`config.mk`:
```
export PLATFORM = sky130hd
export DESIGN_NAME = mac_dot_seq_flat
export DESIGN_NICKNAME = d
export VERILOG_FILES = /design/src/rtl/mac_pkg.sv /design/src/rtl/mac_dot_seq_if.sv /design/src/rtl/mac_dot_seq.sv /design/src/flat_wrapper.sv
export SDC_FILE = /design/constraint.sdc
export NUM_CORES = 1
export LEC_CHECK = 0
export CORE_MARGIN = 2
export CORE_UTILIZATION = 32
export CTS_CLUSTER_SIZE = 20
export DETAILED_ROUTE_END_ITERATION = 8
export GPL_TIMING_DRIVEN = 0
export PLACE_DENSITY_LB_ADDON = 0.1
export SYNTH_ARGS = -nofsm -noshare
export SYNTH_HDL_FRONTEND = slang
export SYNTH_SLANG_ARGS = --single-unit
export TNS_END_PERCENT = 10
```
`constraint.sdc`:
```
create_clock -name clk -period 2.5 [get_ports clk]
set_input_delay 0.625 -clock clk [delete_from_list [all_inputs] [get_ports clk]]
set_output_delay 0.625 -clock clk [all_outputs]
set_load 0.01 [all_outputs]
```
`src/rtl/mac_pkg.sv`:
```
// Shared constants for the MAC dot-product sequencer: FSM state encoding
// and the fixed FLUSH / DRAIN timer lengths.
package mac_pkg;

    typedef logic [2:0] state_t;

    localparam state_t FLUSH = 3'd0;
    localparam state_t IDLE  = 3'd1;
    localparam state_t RUN   = 3'd2;
    localparam state_t DRAIN = 3'd3;
    localparam state_t HOLD  = 3'd4;

    // Matches the two-stage MAC pipeline (product register, then accumulator) plus one sample edge.
    localparam logic [1:0] FLUSH_CYCLES = 2'd2;
    localparam logic [1:0] DRAIN_CYCLES = 2'd3;

endpackage

```
`src/rtl/mac_dot_seq_if.sv`:
```
// Operand-stream and result-stream handshake bundle of mac_dot_seq.
// slave = the sequencer, master = whoever feeds operands and takes results.
interface mac_dot_seq_if #(
    parameter int DW = 8
);

    logic            in_valid;
    logic            in_ready;
    logic [DW-1:0]   in_a;
    logic [DW-1:0]   in_b;
    logic            in_last;
    logic            res_valid;
    logic            res_ready;
    logic [2*DW-1:0] res_data;

    modport slave (
        input  in_valid, in_a, in_b, in_last, res_ready,
        output in_ready, res_valid, res_data
    );

    modport master (
        output in_valid, in_a, in_b, in_last, res_ready,
        input  in_ready, res_valid, res_data
    );

endinterface

```
`src/rtl/mac_dot_seq.sv`:
```
// Drives a framed operand stream into a free-running MAC and returns each frame's
// dot product as the accumulator delta. Define MAC_DOT_SEQ_COUNT_EN for res_count/res_ovf.
module mac_dot_seq
    import mac_pkg::*;
#(
    parameter int DATA_WIDTH = 8,
    parameter int CNT_W      = 8
) (
    input  logic                    clk,
    input  logic                    s_reset,
    mac_dot_seq_if.slave            bus,
    output logic [DATA_WIDTH-1:0]   mac_op_a,
    output logic [DATA_WIDTH-1:0]   mac_op_b,
    input  logic [2*DATA_WIDTH-1:0] mac_result
`ifdef MAC_DOT_SEQ_COUNT_EN
    ,
    output logic [CNT_W-1:0]        res_count,
    output logic                    res_ovf
`endif
);

    localparam int DW = DATA_WIDTH;

    state_t          state_q, state_d;
    logic [1:0]      timer_q, timer_d;
    logic [DW-1:0]   op_a_q, op_a_d;
    logic [DW-1:0]   op_b_q, op_b_d;
    logic            res_valid_q, res_valid_d;
    logic [2*DW-1:0] res_data_q, res_data_d;
    logic [2*DW-1:0] base_q, base_d;
    logic            in_ready;
    logic            accept;

    always_comb begin
        // NOTE: every always_comb output gets a default first so no path leaves it unassigned (no latch).
        state_d     = state_q;
        timer_d     = timer_q;
        res_valid_d = res_valid_q;
        res_data_d  = res_data_q;
        base_d      = base_q;

        in_ready = (state_q == IDLE) || (state_q == RUN);
        accept   = bus.in_valid && in_ready;

        // Zero operands on idle cycles keep the accumulator still.
        op_a_d = accept ? bus.in_a : '0;
        op_b_d = accept ? bus.in_b : '0;

        case (state_q)
            FLUSH: begin
                if (timer_q == 2'd1) state_d = IDLE;
                else                 timer_d = timer_q - 2'd1;
            end
            IDLE: begin
                if (accept) begin
                    base_d = mac_result;
                    if (bus.in_last) begin
                        state_d = DRAIN;
                        timer_d = DRAIN_CYCLES;
                    end else begin
                        state_d = RUN;
                    end
                end
            end
            RUN: begin
                if (accept && bus.in_last) begin
                    state_d = DRAIN;
                    timer_d = DRAIN_CYCLES;
                end
            end
            DRAIN: begin
                if (timer_q == 2'd1) begin
                    res_data_d  = mac_result - base_q;
                    res_valid_d = 1'b1;
                    state_d     = HOLD;
                end else begin
                    timer_d = timer_q - 2'd1;
                end
            end
            HOLD: begin
                if (bus.res_ready) begin
                    res_valid_d = 1'b0;
                    state_d     = IDLE;
                end
            end
            default: begin
                state_d = FLUSH;
                timer_d = FLUSH_CYCLES;
            end
        endcase
    end

    // NOTE: sequential state uses non-blocking assignments so every register samples pre-edge values.
    always_ff @(posedge clk) begin
        if (s_reset) begin
            state_q     <= FLUSH;
            timer_q     <= FLUSH_CYCLES;
            op_a_q      <= '0;
            op_b_q      <= '0;
            res_valid_q <= 1'b0;
            res_data_q  <= '0;
            base_q      <= '0;
        end else begin
            state_q     <= state_d;
            timer_q     <= timer_d;
            op_a_q      <= op_a_d;
            op_b_q      <= op_b_d;
            res_valid_q <= res_valid_d;
            res_data_q  <= res_data_d;
            base_q      <= base_d;
        end
    end

`ifdef MAC_DOT_SEQ_COUNT_EN
    logic [CNT_W-1:0] count_q;
    logic             ovf_q;

    // Count restarts on a frame's first beat and saturates at all-ones.
    always_ff @(posedge clk) begin
        if (s_reset) begin
            count_q <= '0;
            ovf_q   <= 1'b0;
        end else if (accept) begin
            if (state_q == IDLE) begin
                count_q <= CNT_W'(1);
                ovf_q   <= 1'b0;
            end else if (&count_q) begin
                ovf_q   <= 1'b1;
            end else begin
                count_q <= count_q + CNT_W'(1);
            end
        end
    end

    assign res_count = count_q;
    assign res_ovf   = ovf_q;
`endif

    assign bus.in_ready  = in_ready;
    assign bus.res_valid = res_valid_q;
    assign bus.res_data  = res_data_q;
    assign mac_op_a      = op_a_q;
    assign mac_op_b      = op_b_q;

endmodule

```
`src/flat_wrapper.sv`:
```
// flat-port wrapper written by rule: the top's interface ports become plain ports
module mac_dot_seq_flat import mac_pkg::*;
#(
    parameter int DATA_WIDTH = 8,
    parameter int CNT_W      = 8
)
  (clk, s_reset, mac_op_a, mac_op_b, mac_result, bus_in_valid, bus_in_a, bus_in_b, bus_in_last, bus_res_ready, bus_in_ready, bus_res_valid, bus_res_data);
  mac_dot_seq_if #(.DW((8))) bus_i ();
  input  logic clk;
  input  logic s_reset;
  output logic [DATA_WIDTH-1:0] mac_op_a;
  output logic [DATA_WIDTH-1:0] mac_op_b;
  input  logic [2*DATA_WIDTH-1:0] mac_result;
  input wire logic [$bits(bus_i.in_valid)-1:0] bus_in_valid;
  input wire logic [$bits(bus_i.in_a)-1:0] bus_in_a;
  input wire logic [$bits(bus_i.in_b)-1:0] bus_in_b;
  input wire logic [$bits(bus_i.in_last)-1:0] bus_in_last;
  input wire logic [$bits(bus_i.res_ready)-1:0] bus_res_ready;
  output wire logic [$bits(bus_i.in_ready)-1:0] bus_in_ready;
  output wire logic [$bits(bus_i.res_valid)-1:0] bus_res_valid;
  output wire logic [$bits(bus_i.res_data)-1:0] bus_res_data;
  assign bus_i.in_valid = bus_in_valid;
  assign bus_i.in_a = bus_in_a;
  assign bus_i.in_b = bus_in_b;
  assign bus_i.in_last = bus_in_last;
  assign bus_i.res_ready = bus_res_ready;
  assign bus_in_ready = bus_i.in_ready;
  assign bus_res_valid = bus_i.res_valid;
  assign bus_res_data = bus_i.res_data;
  mac_dot_seq #(.DATA_WIDTH(DATA_WIDTH), .CNT_W(CNT_W)) u_core (.clk(clk), .s_reset(s_reset), .bus(bus_i), .mac_op_a(mac_op_a), .mac_op_b(mac_op_b), .mac_result(mac_result));
endmodule
```
==> flow_summary_export.csv, run 1 <==
group,metric,value,unit
floorplanning,fp.dieArea,0.00916,mm2
cts,clk_latency_worst_skew_pair,0.31,ns
floorplanning,start_util,32.9,%
synthesis,count_of_synthesis_stage_warnings_from_yosys,0,
synthesis,postSynth.asyncResetShare,0,%
synthesis,synth-edff-count,0,
detailed_routing,total_wire_length,6.68,mm
cts,tritoncts,"yes",
critical_path,timing_startpoint_of_the_critical_path,"mac_result[1]",
global_routing,grt_max_degree,16,
power,seq_power_share,41.0,%
detailed_routing,wl_per_cell,13.1,um
timing,fmaxAchievable,412,MHz
power,combPwrFrac,33.4,%
power,power_frac_clock,25.6,%
floorplanning,fp-row-count,33,
global_routing,grt_usage,16.1,%
min_path,worst_hold_startpoint,"u_core.bus.res_data[6]$_SDFFE_PP0P_",
critical_path,timing.critical_path.slowest_stage_cell,"sky130_fd_sc_hd__fa_2",
detailed_routing,detail_route.iter0.violations,79,
power,power_density,630,mW/mm2
critical_path,data_required_time_of_the_worst_path,2.73,ns
finish,finalNetCount,459,
synthesis,synth.distinct_cells,47,
synthesis,syn_nets,379,
critical_path,cp.arrival,2.66,ns
place,hpwl,4.96,mm
cts,clkTransAtPathRegs,0.10,ns
power,sw_frac_of_total,31.2,%
critical_path,crit_path_cell_trace,"dlygate4sd2_1 -> fa_2 -> a21o_1 -> a221oi_2 -> or2_1 -> a31oi_4 -> or3_1 -> a31oi_1",
synthesis,postSynthCellCount,325,
power,cellLeakagePower,1.34,nW
critical_path,timing.critical_path.from_type,"primary input",
critical_path,worstPathMaxFanout,3,
floorplanning,floorplan.io_pins,71,
outcome,run_status,"finished clean",
run,max_cap_violations,0,
cts,tritoncts.num_buffers,5,
timing,fin_worst_skew,0.0138,ns
detailed_routing,drtPass1Iterations,4,
critical_path,timing.critical_path.max_delay_family,"compound AO/OA/AOI/OAI gates",
synthesis,synth.cell_area,0.00269,mm2
cts,clk_root_buffer_cell,"sky130_fd_sc_hd__clkbuf_8",
finish,postLayoutCoreUtil,46.1,%
timing,final.setup.tns,0,ns
cts,postCtsHoldBufs,0,
critical_path,reg2reg_from,"u_core.base_q[0]$_SDFFE_PP0P_",
place,place_inst,500,
min_path,hold_path.class,"reg2reg",
power,p_sw,0.741,mW
power,cell_internal_pwr,1.63,mW
timing,worst_pin_slew,0.613,ns
timing,timing.final.crit_share,97.0,%
timing,slew-limit-headroom,59.0,%
global_routing,grt_antenna_before_repair,0,
floorplanning,die_w,95.7,um
critical_path,path_class,"in2reg",
timing,hold_violations,0,
finish,n_fill_cell,811,
timing,report.final.slew_viol_count,0,
power,overall_power_consumption,2.38,mW
finish,layout_common_cells,"sky130_fd_sc_hd__clkdlybuf4s50_1 (64), sky130_fd_sc_hd__nand2_1 (57), sky130_fd_sc_hd__dfxtp_1 (54)",
place,place.port_buffers,70,
detailed_routing,vias_per_cell,4.79,
finish,layout.cells.most_common,"sky130_fd_sc_hd__clkdlybuf4s50_1",
finish,insertedDiodeCount,0,
global_routing,grt_overflow,0,
synthesis,synth.avg_cell_area,8.28,um2
timing,layout_min_cycle_time,2.43,ns
power,irDropWorstVdd,357,uV
finish,flow.area_growth_from_synthesis,40.1,%
detailed_routing,antenna_left,0,
global_routing,first_global_vias,2408,
timing,setup-violations-final,0,
synthesis,yosys_register_bits,54,
critical_path,worst_path_largest_cell_delay,0.40,ns
detailed_routing,drcViolationCount,0,
critical_path,crit_buf_inv,1,
cts,cts-root-to-sink-buffers,2,
critical_path,end_kind,"flip-flop",
global_routing,grt_first_pass_wirelength,11.4,mm
synthesis,ys.flop_type,"sky130_fd_sc_hd__dfxtp_1",
floorplanning,floorplan.core_area,0.00818,mm2
synthesis,synth.yosys.seq_area_share,40.1,%
finish,stdcell_count,510,
finish,drive_above_1_share,8.15,%
cts,cts_max_level,2,
floorplanning,die_height,95.7,um
detailed_routing,vias,2441,
cts,clock_sinks,54,
place,gp_routability_congestion,0.822,
==> kinds of logic after synthesis <==
family	synth area share [%]
AND/OR/NAND/NOR	23.1
AO/OA/AOI/OAI	19.6
flip-flops	40.1
buffers and inverters	4.60
adder cells (fa/ha/maj)	8.18
XOR/XNOR	3.58
multiplexers	0.790
==> area by class of cell <==
class	instances	area (um2)	area share, %
flip-flops and latches	54	1080	28.7
clock buffers	6	82.6	2.19
well taps	105	131	3.48
plain buffers	12	56.3	1.49
clock inverters	1	30.0	0.796
multi-input cells	241	1600	42.4
inverters	18	67.6	1.79
repair buffers	73	723	19.2
==> timing repair <==
item | CTS | global route
endpoints found under the setup margin | 5 | 5
gates resized for setup | 15 | 9
pin swaps | 9 | 8
setup buffers | 2 | 1
==> routing by layer <==
metal	GRT usage [%]	up-vias	routed length, um
met5	0	-	0
met4	5.36	0	87
met1	20.3	1087	3040
li1	-	1276	-
met2	25.8	72	2970
met3	5.32	6	575
==> worst register-to-register path, cell delays in order, from the launching register on <==
cell and delay [ns]:
sky130_fd_sc_hd__dfxtp_1 0.39, sky130_fd_sc_hd__ha_4 0.15, sky130_fd_sc_hd__inv_2 0.03, sky130_fd_sc_hd__fa_2 0.33
sky130_fd_sc_hd__a21o_1 0.19, sky130_fd_sc_hd__a221oi_2 0.27, sky130_fd_sc_hd__or2_1 0.21, sky130_fd_sc_hd__a31oi_4 0.12
sky130_fd_sc_hd__or3_1 0.40, sky130_fd_sc_hd__a31oi_1 0.17
==> synth_stat cells (4+ instances only) <==
master,count,area (um2)
sky130_fd_sc_hd__nand2_1,57,214
sky130_fd_sc_hd__nor2_1,17,63.8
sky130_fd_sc_hd__a21oi_1,44,220
sky130_fd_sc_hd__nor3_1,5,25.0
sky130_fd_sc_hd__and2_1,17,106
sky130_fd_sc_hd__o21ai_0,8,40.0
sky130_fd_sc_hd__xnor2_1,9,78.8
sky130_fd_sc_hd__nand2b_1,5,31.3
sky130_fd_sc_hd__dfxtp_1,54,1080
sky130_fd_sc_hd__a211oi_1,4,30.0
sky130_fd_sc_hd__clkbuf_1,10,37.5
sky130_fd_sc_hd__inv_1,18,67.6
sky130_fd_sc_hd__nor2b_1,4,25.0
sky130_fd_sc_hd__ha_1,16,200
sky130_fd_sc_hd__o21a_1,4,30.0
==> final timing paths <==
kind / endpoint / slack, ns / cells past startpoint
worst max-delay path: u_core.bus.res_data[14]$_SDFFE_PP0P_ / 0.07 / 8
worst min-delay path: u_core.bus.res_data[6]$_SDFFE_PP0P_ / 0.45 / 2
worst max register to register: u_core.bus.res_data[14]$_SDFFE_PP0P_ / 0.17 / 9
worst min register to register: u_core.bus.res_data[6]$_SDFFE_PP0P_ / 0.45 / 2
==> per-stage QoR <==
step	hold WS [ns]	instance area [um2]	setup WS, ns
after CTS	0.458	3730	0.00682
after global routing	0.478	3770	-0.000161
after detailed placement	0.443	3530	-0.685
final	0.455	3770	0.0747
after global placement	0.439	3530	-0.676
after floorplan	0.434	2700	0.00247
==> sequential cells by signal, indices dropped and copies added (netlist names) <==
name,cells
u_core.mac_op_b,8
u_core.base_q,16
u_core.bus.res_valid,1
u_core.mac_op_a,8
u_core.state_q,3
u_core.timer_q,2
u_core.bus.res_data,16
==> power groups by stage <==
stage / combinational (mW) / clock (mW) / sequential, mW
2_1_floorplan: 0.501 / 0 / 0.997
3_3_place_gp: 0.748 / 0 / 0.990
3_5_place_dp: 0.749 / 0 / 0.993
4_1_cts: 0.789 / 0.629 / 0.973
5_1_grt: 0.904 / 0.661 / 0.983
6_report: 0.794 / 0.608 / 0.973
(Power assumes the default switching activity.)
==> run 2, diff against run 1 <==
--- a/config.mk
+++ b/config.mk
@@ -9,6 +9,7 @@
 export CORE_UTILIZATION = 32
 export CTS_CLUSTER_SIZE = 20
 export DETAILED_ROUTE_END_ITERATION = 8
+export DONT_BUFFER_PORTS = 1
 export GPL_TIMING_DRIVEN = 0
 export PLACE_DENSITY_LB_ADDON = 0.1
 export SYNTH_ARGS = -nofsm -noshare
==> run 2 against run 1 <==
Against the previous run:
- power fell by 9.4%
- via count is 10% lower
- sequential power grew 2%
- first-iteration DRC count is 7.6% lower
- sequential cell count did not move
==> flow_summary_export.csv, run 2 (synthesized netlist as in run 1, its figures left out) <==
group,metric,value,unit
outcome,run_status,"finished clean",
cts,cts-root-to-sink-buffers,2,
detailed_routing,wl_met3,562,um
power,power_frac_clock,24.4,%
timing,fin_worst_skew,0.00967,ns
floorplanning,floorplan.core_area,0.00818,mm2
detailed_routing,wl_per_cell,14.8,um
timing,fin_hold_ws,0.418,ns
timing,setup_ws,0.128,ns
floorplanning,start_util,32.9,%
cts,clock_sinks,54,
power,irDropWorstVdd,262,uV
global_routing,grt_antenna_before_repair,0,
min_path,hold_path.class,"in2reg",
cts,tritoncts.num_buffers,5,
run,max_cap_violations,0,
power,cellLeakagePower,1.03,nW
critical_path,ff2ff_path_depth,9,
detailed_routing,drcViolationCount,0,
detailed_routing,routed-wl-met2,2.90,mm
finish,finalNetCount,387,
timing,final.setup.tns,0,ns
timing,setup-violations-final,0,
cts,clk_root_buffer_cell,"sky130_fd_sc_hd__clkbuf_8",
cts,clkTransAtPathRegs,0.11,ns
critical_path,timing.critical_path.slowest_stage_cell,"sky130_fd_sc_hd__or3_1",
critical_path,r2r_end,"u_core.bus.res_data[14]$_SDFFE_PP0P_",
global_routing,grt_usage,14.7,%
critical_path,worstPathMaxFanout,3,
power,sw_frac_of_total,35.0,%
finish,layout.cells.most_common,"sky130_fd_sc_hd__nand2_1",
critical_path,reg2reg_from,"u_core.base_q[0]$_SDFFE_PP0P_",
detailed_routing,antenna_left,0,
finish,layout_common_cells,"sky130_fd_sc_hd__nand2_1 (57), sky130_fd_sc_hd__dfxtp_1 (54), sky130_fd_sc_hd__a21oi_1 (44)",
critical_path,worst_path_largest_cell_delay,0.40,ns
finish,regArea,0.00108,mm2
finish,drive_above_1_share,5.99,%
min_path,hold-path-cell-count,1,
global_routing,grt_overflow,0,
power,seq_power_share,46.0,%
floorplanning,die_w,95.7,um
critical_path,crit_path_cell_trace,"inv_1 -> ha_1 -> inv_1 -> fa_2 -> a21o_1 -> a221oi_4 -> or2_4 -> a31oi_4 -> or3_1 -> a31oi_1",
critical_path,data_required_time_of_the_worst_path,2.75,ns
detailed_routing,route.top_layer_used,"met4",
detailed_routing,vias_per_cell,4.98,
place,gp_routability_congestion,0.797,
min_path,worstHoldEndpoint,"u_core.mac_op_b[4]$_SDFF_PP0_",
detailed_routing,vias,2185,
floorplanning,die_height,95.7,um
place,place.port_buffers,0,
finish,multi_input_area,0.00152,mm2
finish,n_fill_cell,889,
critical_path,cp.arrival,2.62,ns
timing,layout_min_cycle_time,2.37,ns
cts,tritoncts,"yes",
floorplanning,fp.dieArea,0.00916,mm2
finish,flow.area_growth_from_synthesis,9.85,%
detailed_routing,detail_route.iter0.violations,73,
timing,rsz0062_at_grt,"no",
place,dp_slack,-0.252,ns
global_routing,grt_max_degree,19,
finish,insertedDiodeCount,0,
floorplanning,floorplan.io_pins,71,
timing,hold_violations,0,
power,overall_power_consumption,2.15,mW
cts,cts_max_level,2,
cts,postCtsHoldBufs,0,
power,power_density,728,mW/mm2
place,hpwl,4.86,mm
critical_path,end_kind,"flip-flop",
critical_path,cell_mode_on_critical_path,"sky130_fd_sc_hd__inv_1",
timing,timing.final.crit_share,94.9,%
critical_path,path_class,"in2reg",
global_routing,grt_first_pass_wirelength,10.5,mm
critical_path,timing.critical_path.from_type,"primary input",
timing,slew-limit-headroom,56.8,%
cts,clk_latency_worst_skew_pair,0.32,ns
timing,report.final.slew_viol_count,0,
timing,worst_pin_slew,0.646,ns
detailed_routing,detail_route.wirelength.met1,2.97,mm
detailed_routing,drtPass1Iterations,4,
detailed_routing,total_wire_length,6.50,mm
power,cell_internal_pwr,1.40,mW
critical_path,r2r_setup_slack,0.14,ns
timing,fmaxAchievable,422,MHz
global_routing,first_global_vias,2123,
power,p_sw,0.753,mW
min_path,worst_hold_startpoint,"bus_in_b[4]",
floorplanning,fp-row-count,33,
power,combPwrFrac,29.6,%
run 2: worst max path at each step:
stage | startpoint | to | slack (ns)
6_report | mac_result[0] | u_core.bus.res_data[14]$_SDFFE_PP0P_ | 0.13
2_1_floorplan | mac_result[0] | u_core.bus.res_data[14]$_SDFFE_PP0P_ | 0.002
4_1_cts | u_core.base_q[0]$_SDFFE_PP0P_ | u_core.bus.res_data[14]$_SDFFE_PP0P_ | 0.07
3_5_place_dp | mac_result[0] | u_core.bus.res_data[14]$_SDFFE_PP0P_ | -0.25
3_3_place_gp | mac_result[0] | u_core.bus.res_data[14]$_SDFFE_PP0P_ | -0.25
5_1_grt | u_core.base_q[0]$_SDFFE_PP0P_ | u_core.bus.res_data[14]$_SDFFE_PP0P_ | 0.02
run 2: per-stage QoR:
stage          util (%)  std cells  instance area [um2]
6_report           36.2        439                 2960
5_1_grt            36.2        439                 2960
4_1_cts            35.8        438                 2930
3_5_place_dp       34.6        430                 2830
3_3_place_gp       34.6        430                 2830
2_1_floorplan         -        325                 2700
run 2: layout make-up:
type                            instances  area share [%]
Tap cell                              105            4.44
Buffer                                 12            1.90
Multi-Input combinational cell        241            51.4
Clock inverter                          3           0.888
Sequential cell                        54            36.5
Inverter                               18            2.28
Timing Repair Buffer                    1           0.254
Clock buffer                            5            2.33
run 2: critical path: cells and delay by family:
family / cells / cell delay [ns]
fa+ha+maj: 2 / 0.53
compound gates: 4 / 0.78
buf+inv: 2 / 0.10
simple gates: 2 / 0.58
run 2: metal layers:
metal,track usage (%),vias to the layer above
li1,-,1132
met1,18.8,983
met2,23.4,65
met3,5.40,5
met4,4.05,0
met5,0,-
run 2: power by group through the flow:
stage          Sequential [mW]  Combinational, mW  Clock [mW]
2_1_floorplan            0.997              0.501           0
3_3_place_gp              1.01              0.618           0
3_5_place_dp              1.01              0.625           0
4_1_cts                  0.989              0.628       0.551
5_1_grt                  0.999              0.727       0.574
6_report                 0.990              0.638       0.525
run 2: what timing repair did:
| item | CTS | global route |
|---|---|---|
| setup buffers | 0 | 1 |
| endpoints found under the setup margin | 0 | 1 |
| resized for setup | 0 | 3 |
